## config.mk

```make
export PLATFORM = sky130hd
export DESIGN_NAME = button_conditioner
export DESIGN_NICKNAME = d
export VERILOG_FILES = /design/src/rtl/seg7_pkg.sv /design/src/rtl/sync_2ff.sv /design/src/rtl/button_conditioner.sv
export SDC_FILE = /design/constraint.sdc
export NUM_CORES = 1
export LEC_CHECK = 0
export BUFFER_PORTS_ARGS = -buffer_cell sky130_fd_sc_hd__buf_2
export CAP_MARGIN = 40
export CORE_ASPECT_RATIO = 1.1
export CORE_MARGIN = 2
export CORE_UTILIZATION = 55
export DETAILED_ROUTE_END_ITERATION = 12
export HOLD_SLACK_MARGIN = 0.02
export PLACE_DENSITY_LB_ADDON = 0.1
export SKIP_CTS_REPAIR_TIMING = 1
export SYNTH_ARGS = -nofsm -noshare
export SYNTH_HDL_FRONTEND = slang
export SYNTH_SLANG_ARGS = --single-unit
```

## constraint.sdc

```tcl
create_clock -name CLK -period 4.4 [get_ports CLK]
set_input_delay 0.88 -clock CLK [delete_from_list [all_inputs] [get_ports CLK]]
set_output_delay 0.88 -clock CLK [all_outputs]
set_load 0.1 [all_outputs]
```

## src/rtl/seg7_pkg.sv

```systemverilog
// Shared constants for the 7-segment counter board.
// Debounce FSM state encodings and board-clock timing constants.
package seg7_pkg;

   typedef logic [1:0] state_t;

   localparam state_t ST_LO  = 2'd0;
   localparam state_t ST_WHI = 2'd1;
   localparam state_t ST_HI  = 2'd2;
   localparam state_t ST_WLO = 2'd3;

   // 25 MHz board clock: 20 ms is 500k cycles
   localparam int unsigned BOARD_CLK_HZ  = 25_000_000;
   localparam int unsigned DEBOUNCE_20MS = BOARD_CLK_HZ / 50;

endpackage

```

## src/rtl/sync_2ff.sv

```systemverilog
// Two-flop synchronizer for an asynchronous input pin.
// Synchronous active-high reset clears both stages.
module sync_2ff (
   input  logic CLK,
   input  logic RESET,
   input  logic D,
   output logic Q
);

   logic meta;

   always_ff @(posedge CLK) begin
      if (RESET) begin
         meta <= 1'b0;
         Q    <= 1'b0;
      end else begin
         meta <= D;
         Q    <= meta;
      end
   end

endmodule

```

## src/rtl/button_conditioner.sv

```systemverilog
// Push-button conditioner: synchronizer, debounce FSM, edge pulses,
// toggle latch and long-press detect. All outputs registered.
module button_conditioner
   import seg7_pkg::*;
#(
   parameter int unsigned DEBOUNCE_CYCLES = 500000,
   parameter int unsigned HOLD_CYCLES     = 50000000,
   parameter bit          BTN_ACTIVE_LOW  = 1'b0
) (
   input  logic CLK,
   input  logic RESET,
   input  logic BTN_IN,
   output logic LEVEL,
   output logic RISE,
   output logic FALL,
   output logic TOGGLE,
   output logic LONG
);

   localparam int unsigned CW = $clog2(DEBOUNCE_CYCLES);
   localparam int unsigned HW = $clog2(HOLD_CYCLES + 1);

   localparam logic [CW-1:0] CNT_LAST = CW'(DEBOUNCE_CYCLES - 1);
   localparam logic [HW-1:0] HOLD_MAX = HW'(HOLD_CYCLES);
   localparam logic [HW-1:0] HOLD_PRE = HW'(HOLD_CYCLES - 2);

   logic          b;
   logic          s;
   state_t        state;
   state_t        state_nx;
   logic [CW-1:0] cnt;
   logic [CW-1:0] cnt_nx;
   logic [HW-1:0] hold;
   logic [HW-1:0] hold_nx;
   logic          rise_nx;
   logic          fall_nx;
   logic          long_nx;
   logic          in_hi;

   assign b = BTN_IN ^ BTN_ACTIVE_LOW;

   sync_2ff u_sync (
      .CLK   (CLK),
      .RESET (RESET),
      .D     (b),
      .Q     (s)
   );

   assign in_hi = (state == ST_HI) || (state == ST_WLO);

   always_comb begin
      state_nx = state;
      cnt_nx   = cnt;
      hold_nx  = hold;
      rise_nx  = 1'b0;
      fall_nx  = 1'b0;
      long_nx  = 1'b0;
      case (state)
         ST_LO: begin
            if (s) begin
               state_nx = ST_WHI;
               cnt_nx   = '0;
            end
         end
         ST_WHI: begin
            if (!s) begin
               state_nx = ST_LO;
            end else if (cnt == CNT_LAST) begin
               state_nx = ST_HI;
               rise_nx  = 1'b1;
               hold_nx  = '0;
            end else begin
               cnt_nx = cnt + 1'b1;
            end
         end
         ST_HI: begin
            if (!s) begin
               state_nx = ST_WLO;
               cnt_nx   = '0;
            end
         end
         ST_WLO: begin
            if (s) begin
               state_nx = ST_HI;
            end else if (cnt == CNT_LAST) begin
               state_nx = ST_LO;
               fall_nx  = 1'b1;
            end else begin
               cnt_nx = cnt + 1'b1;
            end
         end
         default: state_nx = ST_LO;
      endcase
      // Hold time accumulates while pressed; a release drops it and
      // suppresses a LONG that would otherwise coincide with FALL.
      if (in_hi && hold != HOLD_MAX) hold_nx = hold + 1'b1;
      if (state_nx == ST_LO) hold_nx = '0;
      long_nx = in_hi && (state_nx != ST_LO) && (hold == HOLD_PRE);
   end

   always_ff @(posedge CLK) begin
      if (RESET) begin
         state  <= ST_LO;
         cnt    <= '0;
         hold   <= '0;
         LEVEL  <= 1'b0;
         RISE   <= 1'b0;
         FALL   <= 1'b0;
         TOGGLE <= 1'b0;
         LONG   <= 1'b0;
      end else begin
         state  <= state_nx;
         cnt    <= cnt_nx;
         hold   <= hold_nx;
         LEVEL  <= (state_nx == ST_HI) || (state_nx == ST_WLO);
         RISE   <= rise_nx;
         FALL   <= fall_nx;
         TOGGLE <= TOGGLE ^ rise_nx;
         LONG   <= long_nx;
      end
   end

endmodule

```

==> reports/metrics.yaml, run 1 <==
floorplanning:
  die_area_um2: 5800
  core.rowCount: 27
  die_width_um: 72.8
  ioPinCount: 8
  core_um2: 5000
  initial_core_util: 0.573
  fp.dieH_um: 79.7
clocking:
  cts_tree: "done"
  clock_latency_ps: 320
  cts-buffers-inserted: 5
  path_clk_slew_ps: 100
  cts.htree.levels: 2
  cts.sinks: 53
  clockBufferDepth: 2
  cts_root_buffer: "clkbuf_8"
yosys:
  ys.flop_type: "dfxtp_1"
  netlist.area_leader.share: 0.371
  synth_cell_types: 49
  synthTopCellsByArea: "dfxtp_1 37%, nand3_1 7.5%, xor2_1 3.7%"
  synthXorXnorAreaFrac: 0.0398
  yosys.area_share.simple: 0.341
  synthAdderAreaFrac: 0.0175
  yosysTopAreaCell: "dfxtp_1"
  synth-seq-cells: 53
  synth.cell_area_um2: 2860
  synth_top_family_by_area: "simple AND/OR/NAND/NOR gates"
  muxShareOfSynthArea: 0
  synth-compound-area-share: 0.177
  yosysWarnings: 0
  synthTopCellsByCount: "53 x dfxtp_1, 43 x nand3_1, 22 x nor2_1, 20 x a21oi_1, 20 x nand2_1"
  syn_nets: 347
  seq_area_frac_synth: 0.371
  synthArstFlopShare: 0
  synth_most_common_cell: "dfxtp_1"
  synth_cells: 340
  syn_avg_cell_area_um2: 8.42
  synth_edf_count: 0
routing:
  drtIter0Drc: 95
  num_vias: 2541
  drt_wl_total_um: 6170
  wire_per_inst_um: 15.7
  antenna_left: 0
  drc_errors: 0
  drt_pre_antenna_iters: 4
  avgViaCountPerCell: 6.47
power:
  power.internal_uw: 713
  swShare: 0.204
  pwr-share-clk: 0.449
  p_leak_nw: 0.917
  ir_drop_mv: 0.192
  combinationalPowerShare: 0.013
  power.density_nw_per_um2: 296
  seqPwrFrac: 0.538
  p_sw_uw: 183
timing:
  worst_slack_ps: 1510
  slew_violations: 0
  clock_skew_ps: 11.3
  final_hold_viol_count: 0
  clock.fmax_mhz: 346
  finalSetupViolations: 0
  relSlewSlack: 0.433
  rsz0062_at_grt: "false"
  period_share: 0.656
  final.setup.tns_ps: 0
  fin_crit_ps: 2890
  tightest_slew_ps: 850
global_routing:
  grt_pass1_vias: 2335
  grt_pass1_wl_um: 10500
  gr-total-overflow: 0
  antenna_found_initial: 0
  grt_usage: 0.228
  grt_start_max_net_pins: 24
placed_design:
  place_ws_ps: 1560
  io_buffers: 7
  place.gp.congestion: 0.885
  dp.cells: 385
  hpwl_um: 4210
critical_path:
  cp.arrival_ps: 3080
  worstPathRequired_ps: 4590
  path_class: "reg2reg"
  start_kind: "flop"
  endpoint_kind: "flop"
  r2r_cells: 6
  worst-path-max-fanout: 20
min_path:
  hp-class: "reg2reg"
  hold_depth: 1
final_layout:
  drive_gt1_frac: 0.0925
  nets: 341
  area_delta_synth_final_pct: 5.59
  final-instance-count-excl-fill: 393
  insertedDiodeCount: 0
job:
  maxCapViolCount: 0
run_status:
  status: "finished, final reports clean"
## layer usage
metal,wire length (µm),share of wire,GRT usage,up-vias
met2,3130,0.51,0.408,44
met4,107,0.017,0.0870,0
met3,183,0.030,0.0354,10
met5,0,0,0,-
li1,-,-,-,1267
met1,2750,0.45,0.270,1220
## layout by cell type, fill, tap and decap left out, types with 5 or more instances in the layout
cell	n
a31oi_1	15
nand2_1	20
a311oi_1	8
buf_2	7
dfxtp_1	53
or4_1	6
and4_1	7
nand4_1	11
a21oi_1	20
clkbuf_8	5
nand3_1	43
xor2_1	12
or3_1	13
inv_1	9
nor2_1	22
o2111ai_1	5
o21ai_0	9
and3_1	8
## registers in the layout, indices dropped and copies added, names as in the netlist
signal	cells
u_sync.meta	1
state	1
LONG	1
cnt	19
hold	26
LEVEL	1
TOGGLE	1
u_sync.Q	1
FALL	1
RISE	1
## worst max-delay path, stage by stage, from the launching register on
cell,delay (ps)
dfxtp_1,400
ha_1,220
and4_1,280
nand4_1,400
or4_1,990
nand2_2,330
a311oi_1,130
## power by group through the flow
stage	combinational, mW	clock, mW	sequential (mW)
4_1_cts	0.0118	0.406	0.481
3_5_place_dp	0.0118	0	0.492
6_report	0.0119	0.402	0.481
3_3_place_gp	0.0111	0	0.492
2_1_floorplan	0.00909	0	0.492
5_1_grt	0.0132	0.422	0.482
## per-stage QoR
step	util	hold slack [ps]	cell area (µm²)	power, mW
after floorplan	-	414	2860	0.501
after global placement	0.571	414	2860	0.504
after detailed placement	0.577	422	2890	0.504
after CTS	0.605	447	3020	0.899
after global routing	0.605	469	3020	0.917
final	0.605	444	3020	0.895
## final timing paths
| path | from | to | slack [ps] |
|---|---|---|---|
| hold reg to reg | u_sync.meta$_SDFF_PP0_ | u_sync.Q$_SDFF_PP0_ | 440 |
| setup / recovery | cnt[0]$_SDFFE_PP0P_ | hold[16]$_SDFFE_PP0P_ | 1510 |
| setup reg to reg | cnt[0]$_SDFFE_PP0P_ | hold[16]$_SDFFE_PP0P_ | 1510 |
| hold / removal | u_sync.meta$_SDFF_PP0_ | u_sync.Q$_SDFF_PP0_ | 440 |
## cells by family after synthesis
group / after synthesis
flip-flops: 53
XOR/XNOR: 13
buffers and inverters: 32
AND/OR/NAND/NOR: 163
adder cells (fa/ha/maj): 4
AO/OA/AOI/OAI: 75
## cell type report
class | instances | area [µm²]
flip-flops and latches | 53 | 1060
clock inverters | 3 | 68.8
inverters | 9 | 33.8
fillers | 448 | 1980
clock buffers | 5 | 68.8
repair buffers | 10 | 72.6
well taps | 58 | 72.6
multi-input cells | 255 | 1650
(Power assumes the default switching activity.)
==> run 2, diff against run 1 <==
==> constraint.sdc (replaced) <==
create_clock -name CLK -period 2.65 [get_ports CLK]
set_input_delay 0.53 -clock CLK [delete_from_list [all_inputs] [get_ports CLK]]
set_output_delay 0.53 -clock CLK [all_outputs]
set_load 0.1 [all_outputs]
==> reports/metrics.yaml, run 2 (synthesis gave the netlist of run 1 again) <==
routing:
  avgViaCountPerCell: 6.23
  drt_pre_antenna_iters: 4
  antenna_left: 0
  wl_met2_um: 3020
  drtIter0Drc: 99
  top_layer: "met4"
  wl_met3_um: 125
  num_vias: 2485
  drt-met1-wl_um: 2780
  drt_wl_total_um: 6060
  drc_errors: 0
  wire_per_inst_um: 15.2
clocking:
  cts.htree.levels: 2
  cts-buffers-inserted: 5
  cts_root_buffer: "clkbuf_8"
  path_clk_slew_ps: 100
  clock_latency_ps: 320
  cts.sinks: 53
  clockBufferDepth: 2
  cts_tree: "done"
timing:
  tightest_slew_ps: 711
  final_hold_viol_count: 0
  finalSetupViolations: 0
  rsz0062_at_grt: "false"
  relSlewSlack: 0.526
  clock_skew_ps: 12.1
  clock.fmax_mhz: 420
  slew_violations: 0
  fin_crit_ps: 2380
  period_share: 0.898
  final.setup.tns_ps: 0
floorplanning:
  ioPinCount: 8
  die_area_um2: 5800
  initial_core_util: 0.573
  die_width_um: 72.8
  core.rowCount: 27
  fp.dieH_um: 79.7
  core_um2: 5000
placed_design:
  hpwl_um: 4130
  place.gp.congestion: 0.819
  io_buffers: 7
power:
  power_mw: 1.28
  ir_drop_mv: 0.367
  power.density_nw_per_um2: 424
  p_leak_nw: 0.914
critical_path:
  start_kind: "flop"
  worstPathRequired_ps: 2850
  worst-path-max-fanout: 11
  regToRegSetupSlack_ps: 270
  endpoint_kind: "flop"
  cp.arrival_ps: 2580
  path_class: "reg2reg"
min_path:
  hp-class: "in2reg"
final_layout:
  layout_commonest_cell: "dfxtp_1"
  fillers: 456
  drive_gt1_frac: 0.109
  top_regs: "hold x26, cnt x19"
  largest_reg_flops: 26
  nets: 347
  layout_common_cells: "53 x dfxtp_1, 43 x nand3_1, 22 x nor2_1"
  insertedDiodeCount: 0
  fin_util: 0.605
  top_register: "hold"
  area_delta_synth_final_pct: 5.73
global_routing:
  gr-total-overflow: 0
  antenna_found_initial: 0
  grt_pass1_vias: 2340
  grt_usage: 0.227
  grt_start_max_net_pins: 28
  grt_pass1_wl_um: 10600
job:
  maxCapViolCount: 0
run_status:
  status: "finished, final reports clean"
==> run 2: cell types whose count changed in the layout (fill, tap and decap cells not counted) <==
cell        previous run  this run
buf_8                  2         0
clkinvlp_4             0         3
buf_16                 0         1
bufinv_16              2         0
inv_6                  1         0
buf_4                  1         8
==> run 2: metal layers <==
layer / vias to the layer above / GRT usage
met5: - / 0
met4: 0 / 0.0852
met3: 10 / 0.0366
met2: 29 / 0.386
met1: 1162 / 0.287
li1: 1284 / -
==> run 2: final cells by class <==
cell class / count / area [µm²] / share of cell area
clock inverters: 3 / 22.5 / 0.00744
inverters: 9 / 33.8 / 0.0112
repair buffers: 16 / 123 / 0.0405
well taps: 58 / 72.6 / 0.0240
flip-flops and latches: 53 / 1060 / 0.351
multi-input cells: 255 / 1650 / 0.544
clock buffers: 5 / 68.8 / 0.0227
==> run 2: critical path, stage by stage (launching register included) <==
cell and delay [ps]:
dfxtp_1 390, ha_1 230, and4_1 280, nand4_1 140, or4_1 750, buf_4 290
nand3_1 90, a31oi_1 80
==> run 2: metrics by stage <==
stage                     hold WS, ps  setup WS [ps]  instances  cell area, µm²
after floorplan                   414            404        340            2860
after global placement            416            278        390            2910
after CTS                         416            259        399            3030
final                             427            270        399            3030
after global routing              437           81.3        399            3030
after detailed placement          434            281        391            2940
==> run 2: where the power goes <==
group | internal, mW | total, mW | switching [mW] | leakage (nW)
logic | 0.00535 | 0.0194 | 0.0141 | 0.450
registers | 0.798 | 0.799 | 0.00145 | 0.427
clock network | 0.186 | 0.466 | 0.280 | 0.0364
==> run 2: path summary, 6_finish.rpt <==
kind,startpoint,end,depth (start not counted)
setup / recovery,cnt[0]$_SDFFE_PP0P_,hold[23]$_SDFFE_PP0P_,7
hold / removal,BTN_IN,u_sync.meta$_SDFF_PP0_,2
setup reg to reg,cnt[0]$_SDFFE_PP0P_,hold[23]$_SDFFE_PP0P_,7
hold reg to reg,u_sync.meta$_SDFF_PP0_,u_sync.Q$_SDFF_PP0_,1
